<file path="src/rtl/axis_frame_gen.sv">
// Cuts an unframed AXI-Stream sample stream into FRAME_LEN-beat packets (tuser on first beat, tlast on last)
// behind a two-entry skid buffer so that s_tready is a flop and never depends on m_tready.
module axis_frame_gen #(
    parameter int DW        = 16,
    parameter int FRAME_LEN = 4096,
    parameter int CW        = 12,
    parameter int FCW       = 16
) (
    input  logic           clk,
    input  logic           rst_n,
    input  logic           enable,
    input  logic [DW-1:0]  s_tdata,
    input  logic           s_tvalid,
    output logic           s_tready,
    output logic [DW-1:0]  m_tdata,
    output logic           m_tvalid,
    output logic           m_tlast,
    output logic           m_tuser,
    input  logic           m_tready,
    output logic           busy,
    output logic [FCW-1:0] frame_cnt
);

    localparam logic [CW-1:0] LAST_IDX = CW'(FRAME_LEN - 1);

    typedef enum logic {IDLE = 1'b0, RUN = 1'b1} state_t;

    state_t          r_state;
    logic [CW-1:0]   r_beat_idx;
    logic [FCW-1:0]  r_frame_cnt;
    logic            r_s_tready;
    logic            r_busy;
    logic [DW-1:0]   r_m_data;
    logic            r_m_valid;
    logic            r_m_last;
    logic            r_m_user;
    logic [DW-1:0]   r_sk_data;
    logic            r_sk_valid;
    logic            r_sk_last;
    logic            r_sk_user;

    logic            w_accept;
    logic            w_last;
    logic            w_sof;
    logic            w_out_free;
    state_t          w_state_nx;
    logic [DW-1:0]   w_m_data_nx;
    logic            w_m_valid_nx;
    logic            w_m_last_nx;
    logic            w_m_user_nx;
    logic [DW-1:0]   w_sk_data_nx;
    logic            w_sk_valid_nx;
    logic            w_sk_last_nx;
    logic            w_sk_user_nx;

    always_comb begin
        w_accept   = s_tvalid & r_s_tready;
        w_last     = (r_beat_idx == LAST_IDX);
        w_sof      = (r_beat_idx == '0);
        w_out_free = ~r_m_valid | m_tready;

        w_m_data_nx   = r_m_data;
        w_m_valid_nx  = r_m_valid;
        w_m_last_nx   = r_m_last;
        w_m_user_nx   = r_m_user;
        w_sk_data_nx  = r_sk_data;
        w_sk_valid_nx = r_sk_valid;
        w_sk_last_nx  = r_sk_last;
        w_sk_user_nx  = r_sk_user;

        // s_tready is low whenever the skid entry is full, so accept and skid_valid never coincide
        if (w_out_free) begin
            if (r_sk_valid) begin
                w_m_data_nx   = r_sk_data;
                w_m_valid_nx  = 1'b1;
                w_m_last_nx   = r_sk_last;
                w_m_user_nx   = r_sk_user;
                w_sk_valid_nx = 1'b0;
            end else if (w_accept) begin
                w_m_data_nx  = s_tdata;
                w_m_valid_nx = 1'b1;
                w_m_last_nx  = w_last;
                w_m_user_nx  = w_sof;
            end else begin
                w_m_valid_nx = 1'b0;
            end
        end else if (w_accept) begin
            w_sk_data_nx  = s_tdata;
            w_sk_valid_nx = 1'b1;
            w_sk_last_nx  = w_last;
            w_sk_user_nx  = w_sof;
        end

        w_state_nx = r_state;
        case (r_state)
            IDLE: if (enable) w_state_nx = RUN;
            RUN: begin
                // Leave only on a frame boundary: either closing the frame now or none started yet
                if (!enable && w_accept && w_last)
                    w_state_nx = IDLE;
                else if (!enable && !w_accept && w_sof)
                    w_state_nx = IDLE;
            end
            default: w_state_nx = IDLE;
        endcase
    end

    always_ff @(posedge clk or negedge rst_n) begin
        if (!rst_n) begin
            r_state     <= IDLE;
            r_beat_idx  <= '0;
            r_frame_cnt <= '0;
            r_s_tready  <= 1'b0;
            r_busy      <= 1'b0;
            r_m_data    <= '0;
            r_m_valid   <= 1'b0;
            r_m_last    <= 1'b0;
            r_m_user    <= 1'b0;
            r_sk_data   <= '0;
            r_sk_valid  <= 1'b0;
            r_sk_last   <= 1'b0;
            r_sk_user   <= 1'b0;
        end else begin
            r_state    <= w_state_nx;
            r_s_tready <= (w_state_nx == RUN) & ~w_sk_valid_nx;
            r_busy     <= (w_state_nx != IDLE) | w_m_valid_nx | w_sk_valid_nx;
            if (w_accept) begin
                r_beat_idx <= w_last ? '0 : r_beat_idx + CW'(1);
                if (w_last)
                    r_frame_cnt <= r_frame_cnt + FCW'(1);
            end
            r_m_data   <= w_m_data_nx;
            r_m_valid  <= w_m_valid_nx;
            r_m_last   <= w_m_last_nx;
            r_m_user   <= w_m_user_nx;
            r_sk_data  <= w_sk_data_nx;
            r_sk_valid <= w_sk_valid_nx;
            r_sk_last  <= w_sk_last_nx;
            r_sk_user  <= w_sk_user_nx;
        end
    end

    assign s_tready  = r_s_tready;
    assign m_tdata   = r_m_data;
    assign m_tvalid  = r_m_valid;
    assign m_tlast   = r_m_last;
    assign m_tuser   = r_m_user;
    assign busy      = r_busy;
    assign frame_cnt = r_frame_cnt;

endmodule
</file>
<file path="config.mk">
export PLATFORM = sky130hd
export DESIGN_NAME = axis_frame_gen
export DESIGN_NICKNAME = d
export VERILOG_FILES = /design/src/rtl/axis_frame_gen.sv
export SDC_FILE = /design/constraint.sdc
export NUM_CORES = 1
export LEC_CHECK = 0
export ABC_AREA = 1
export BUFFER_PORTS_ARGS = -buffer_cell sky130_fd_sc_hd__buf_2
export CAP_MARGIN = 5
export CORE_ASPECT_RATIO = 0.7
export CORE_MARGIN = 2
export CORE_UTILIZATION = 40
export CTS_CLUSTER_SIZE = 28
export DETAILED_ROUTE_END_ITERATION = 10
export HOLD_SLACK_MARGIN = 0.03
export PLACE_DENSITY_LB_ADDON = 0.1
export SLEW_MARGIN = 10
export SYNTH_ARGS = -nofsm -noshare
export SYNTH_HDL_FRONTEND = slang
export SYNTH_SLANG_ARGS = --single-unit
</file>
<file path="constraint.sdc">
create_clock -name clk -period 3.71 [get_ports clk]
set_input_delay 0.1855 -clock clk [delete_from_list [all_inputs] [get_ports clk]]
set_output_delay 0.1855 -clock clk [all_outputs]
set_load 0.02 [all_outputs]
</file>
# After elaboration in Yosys (flattened, before gate mapping)

Cells that the tools add are included.

Reductions and logical operators: 11
Eq/ne operators: 1
Bitwise gates (word level): 9
Muxes and demuxes: 16
Add/subtract/negate cells: 2

Operator list:

| operator                | count |
|---|---|
| $mux W16                | 2 |
| $add A16 B1 Y16 const B | 1 |
| $add A12 B1 Y12 const B | 1 |
| $eq A12 B12 Y1 const B  | 1 |
| $logic_not A12 Y1       | 1 |
| $mux W1                 | 12 |
| $mux W12                | 1 |
| $reduce_and A2 Y1       | 3 |
| $logic_and A1 B1 Y1     | 4 |
| $not A1 Y1              | 4 |
| $or A1 B1 Y1            | 3 |
| $and A1 B1 Y1           | 2 |
| $logic_not A1 Y1        | 2 |
| $pmux W1 S2             | 1 |
| $reduce_bool A2 Y1      | 1 |

Output and inout port bits: 37
Register bits: 69
Logic and storage cells: 52
Bits of input ports: 21

# Depth between registers and ports, before layout

Word-level depth: 9
Mapped depth: 9
Gate-level depth less buffers: 9

# Least setup slack after synthesis

OpenSTA, ideal clock, no wires.

Kind: register -> register
From: register r_frame_cnt[0] (netlist: frame_cnt[0])
To: register r_frame_cnt[14] (netlist: frame_cnt[14])
Path buffers: 0
Setup time: 0.116 ns
Path slack: 2.193 ns
Stages on the path, launching flop included: 9
Required time: 3.594 ns
Arrival time: 1.401 ns
Period minus slack after synthesis: 1.517 ns
Path through: dfrtp_1 -> ha_1 -> nand3_1 -> inv_1 -> nand3_1 -> o21ai_0 -> nand2_1 -> nand2_1 -> nand2_1

Word-level cells in the longest chain between the ends: 1

Ends and longest elaborated chain:

| item                   | RTL line | source |
|---|---|---|
| from (decl)            | 30       | `logic [FCW-1:0] r_frame_cnt;` |
| from (signal assigned) | 130      | `r_frame_cnt <= r_frame_cnt + FCW'(1);` |
| $add A16 B1 Y16        | 130      |  |

No other way between the ends.
A chain may end at the register's enable or synchronous reset.

# Final worst setup path

From: register r_sk_valid
To: register r_m_user (netlist: m_tuser)

Word-level cells in the longest chain between the ends: 2
Elaborated cells on any way between the ends: 3
Those cells by class: mux (1); reduce/logical (2)

Ends and longest elaborated chain:

| item                                | RTL line | source |
|---|---|---|
| from (decl)                         | 38       | `logic r_sk_valid;` |
| from (signal assigned)              | 137      | `r_sk_valid <= w_sk_valid_nx;` |
| $reduce_bool A2 Y1 (no source line) | --       |  |
| $reduce_and A2 Y1 (no source line)  | --       |  |
| to (signal assigned)                | 135      | `r_m_user <= w_m_user_nx;` |
| to (decl)                           | 36       | `logic r_m_user;` |

Parallel ways exist; a longest one is shown, timed or not.

==> impl_metrics.env <==
export IMPL_status="finished clean"
export IMPL_die_area_sq_um=8869
export IMPL_peakVddDrop_mv=0.2187
export IMPL_cts_htree_levels=3
export IMPL_synth_top_family_by_area="simple AND/OR/NAND/NOR gates"
export IMPL_start_util=0.4127
export IMPL_synth_nets=379
export IMPL_clk_pin_slew_ns=0.06
export IMPL_netlist_top_cells_area="dfrtp_1 (53%), nand2_1 (11%), nor2_1 (5.2%)"
export IMPL_synth_edf_count=0
export IMPL_synth_seq_cells=69
export IMPL_synth_top_area_share=0.5316
export IMPL_hpwlAfterDp_mm=4.793
export IMPL_yosysTopAreaCell="dfrtp_1"
export IMPL_arrival_ns=2.63
export IMPL_drv_slew=0
export IMPL_grt_antenna_before_repair=0
export IMPL_p_int_mw=1.588
export IMPL_post_synth_num_cell_types=27
export IMPL_grt_pass1_vias=2473
export IMPL_yosysMostFrequentCell="nand2_1"
export IMPL_ys_seq_area_frac=0.5316
export IMPL_grt_max_degree=35
export IMPL_cp_cell_sequence="inv_1, nand2_1, nand2_1, inv_2, o21ai_0, o21ai_0"
export IMPL_power_density_nw_per_um2=568.9
export IMPL_maxCapViolations=0
export IMPL_numCtsBuffers=9
export IMPL_dr_first_iter_drc_count=84
export IMPL_pwr_share_comb=0.176
export IMPL_clkLatencyLatePin_ns=0.33
export IMPL_core_sq_um=7871
export IMPL_cts_tree="built"
export IMPL_fill_cells=766
export IMPL_fin_skew_ns=0.01077
export IMPL_post_drt_via_cell_ratio=4.690
export IMPL_place_congestion=0.7859
export IMPL_tightestPinTransition_ns=0.7479
export IMPL_post_dp_cell_area_sq_um=3621
export IMPL_synthTopCellsByCount="nand2_1 (93), dfrtp_1 (69), nor2_1 (45)"
export IMPL_yosysWarnings=0
export IMPL_syn_area_sq_um=3248
export IMPL_clock_path_buffers=2
export IMPL_start_kind="flip-flop"
export IMPL_grt_pass1_wl_mm=12.00
export IMPL_rsz0062_at_grt="no"
export IMPL_slowest_stage="dfrtp_1"
export IMPL_synth_compound_area_frac=0.06163
export IMPL_row_count=27
export IMPL_whs_ns=0.08437
export IMPL_leakagePower_nw=1.918
export IMPL_crit_required_ns=3.95
export IMPL_async_reset_ff_frac=1.000
export IMPL_power_frac_clock=0.378
export IMPL_fin_setup_tns_ns=0
export IMPL_finalPower_mw=2.233
export IMPL_muxShareOfSynthArea=0.05547
export IMPL_grt_overflow_total=0
export IMPL_syn_avg_cell_area_sq_um=9.150
export IMPL_port_buffers=57
export IMPL_synthAdderAreaFrac=0.01156
export IMPL_relSlewSlack=0.5014
export IMPL_synth_xor_area_frac=0.04738
export IMPL_path_class="flip-flop to flip-flop"
export IMPL_final_hold_violation_count=0
export IMPL_hold_class="primary input to flip-flop"
export IMPL_grt_use_total=0.1716
export IMPL_wl_mm=6.825
export IMPL_dieHeight_um=79.40
export IMPL_wire_per_inst_um=13.05
export IMPL_syn_inst=355
export IMPL_die_width_um=111.7
export IMPL_fin_area_sq_um=3925
export IMPL_layout_drive_gt1_share=0.2393
export IMPL_power_switching_mw=0.6451
export IMPL_dp_slack_ns=1.313
export IMPL_pwr_share_seq=0.446
export IMPL_clock_fmax_mhz=419.3
export IMPL_num_vias=2453
export IMPL_setup_viol_count_final=0
export IMPL_root_buffer="clkbuf_16"
export IMPL_critPathMaxFanout=34
export IMPL_max_stage_delay_ns=0.74
export IMPL_min_period_ns=2.385
export IMPL_io_pins=58
export IMPL_finalCritPeriodShare=0.6429
export IMPL_final_nets=441
export IMPL_syn_to_final_growth_pct=20.84
export IMPL_drtPass1Iterations=4
export IMPL_synth_ff_type="dfrtp_1"
export IMPL_drc_errors=0
export IMPL_layout_setup_ws_ns=1.325
export IMPL_ant_nets=0
export IMPL_cts_sinks=69
export IMPL_diodes=0
export IMPL_setup_worst_path_end_class="flip-flop"
export IMPL_synthSimpleGateAreaFrac=0.2411
export IMPL_switching_share=0.2889
worst paths after layout:
check | start | endpoint | slack [ns] | cells after the start
setup reg to reg | r_sk_valid | m_tuser | 1.32 | 6
setup / recovery | r_sk_valid | m_tuser | 1.32 | 6
hold reg to reg | r_sk_data[10] | r_sk_data[10] | 0.49 | 1
max in group asynchronous | rst_n | r_beat_idx[1] | 2.43 | 3
hold / removal | s_tdata[10] | r_sk_data[10] | 0.08 | 2
min in group asynchronous | rst_n | m_tdata[2] | 0.46 | 2
flip-flops by register name, indices dropped and copies added, names as in the netlist:
| name | flops |
|---|---|
| r_sk_valid | 1 |
| m_tuser | 1 |
| m_tdata | 16 |
| m_tvalid | 1 |
| s_tready | 1 |
| frame_cnt | 16 |
| r_state | 1 |
| m_tlast | 1 |
| r_sk_last | 1 |
| busy | 1 |
| r_sk_data | 16 |
| r_sk_user | 1 |
| r_beat_idx | 12 |
cells by family after synthesis:
logic type / after synthesis
muxes: 16
and+or+nand+nor: 177
buffers and inverters: 39
adders and majority gates: 3
xor gates and xnor gates: 15
DFF: 69
AOI/OAI and AO/OA: 36
critical path, delay by kind of cell, from the launching register on:
kind | cells | cell delay, ns
and+or+nand+nor | 2 | 0.32
DFF | 1 | 0.74
buffers and inverters | 2 | 0.91
AOI/OAI and AO/OA | 2 | 0.33
area by class of cell:
class | instances | area, sq um | area share
repair buffers | 60 | 310.3 | 0.07906
clock inverters | 4 | 47.55 | 0.01211
multi-input cells | 247 | 1355 | 0.3452
clock buffers | 12 | 246.5 | 0.06280
inverters | 30 | 112.6 | 0.02869
well taps | 101 | 126.4 | 0.03220
flip-flops and latches | 69 | 1727 | 0.4399
stage by stage:
| stage | util | std cells |
|---|---|---|
| 5_1_grt | 0.4986 | 523 |
| 4_1_cts | 0.4986 | 523 |
| 3_5_place_dp | 0.4600 | 506 |
| 2_1_floorplan | - | 355 |
| 6_report | 0.4986 | 523 |
| 3_3_place_gp | 0.4600 | 506 |
per-layer routing:
| metal | wire length (um) | part of all wire | track usage |
|---|---|---|---|
| met1 | 3601 | 0.53 | 0.2447 |
| met2 | 2869 | 0.42 | 0.2485 |
| met3 | 330 | 0.048 | 0.05923 |
| met4 | 24 | 0.0035 | 0.04815 |
| met5 | 0 | 0 | 0 |
cells in the final DEF, fill, tap and decap left out:
master | synthesis | layout
dlygate4sd3_1 | 0 | 1
nor3_1 | 6 | 6
nand3_4 | 1 | 1
nand2_1 | 93 | 93
xor2_1 | 10 | 10
nand4_1 | 5 | 5
a21oi_1 | 7 | 7
nor2_1 | 45 | 45
clkbuf_8 | 0 | 1
a31oi_1 | 16 | 16
nor2_4 | 5 | 5
clkbuf_16 | 0 | 9
clkbuf_1 | 3 | 2
nor2_2 | 3 | 3
mux2_2 | 9 | 9
o21ai_0 | 13 | 13
bufinv_16 | 0 | 1
nand2_4 | 1 | 1
inv_2 | 3 | 3
mux2_1 | 7 | 7
nand3_1 | 14 | 14
xor2_2 | 3 | 3
nand3_2 | 1 | 1
nand2_2 | 2 | 2
ha_1 | 3 | 3
clkinv_2 | 0 | 2
buf_4 | 0 | 2
nand3b_1 | 1 | 1
clkinvlp_4 | 0 | 1
xnor2_1 | 2 | 2
inv_1 | 27 | 27
dfrtp_1 | 69 | 69
buf_2 | 4 | 57
power by group through the flow:
stage	Combinational, mW	Sequential (mW)	Clock, mW
floorplan	0.211	1.06	0
global placement	0.387	1.01	0
detailed placement	0.398	1.01	0
CTS	0.401	0.999	0.868
global route	0.449	1.02	0.910
finish	0.392	0.996	0.844
repair_timing:
item                                   in CTS  in global routing
hold buffers                                1                  0
setup endpoints to repair                   0                  0
endpoints found under the hold margin      31                  0
buffers inserted                            0                  0
gates resized for setup                     0                  0
Power figures use the tool's default switching activity.
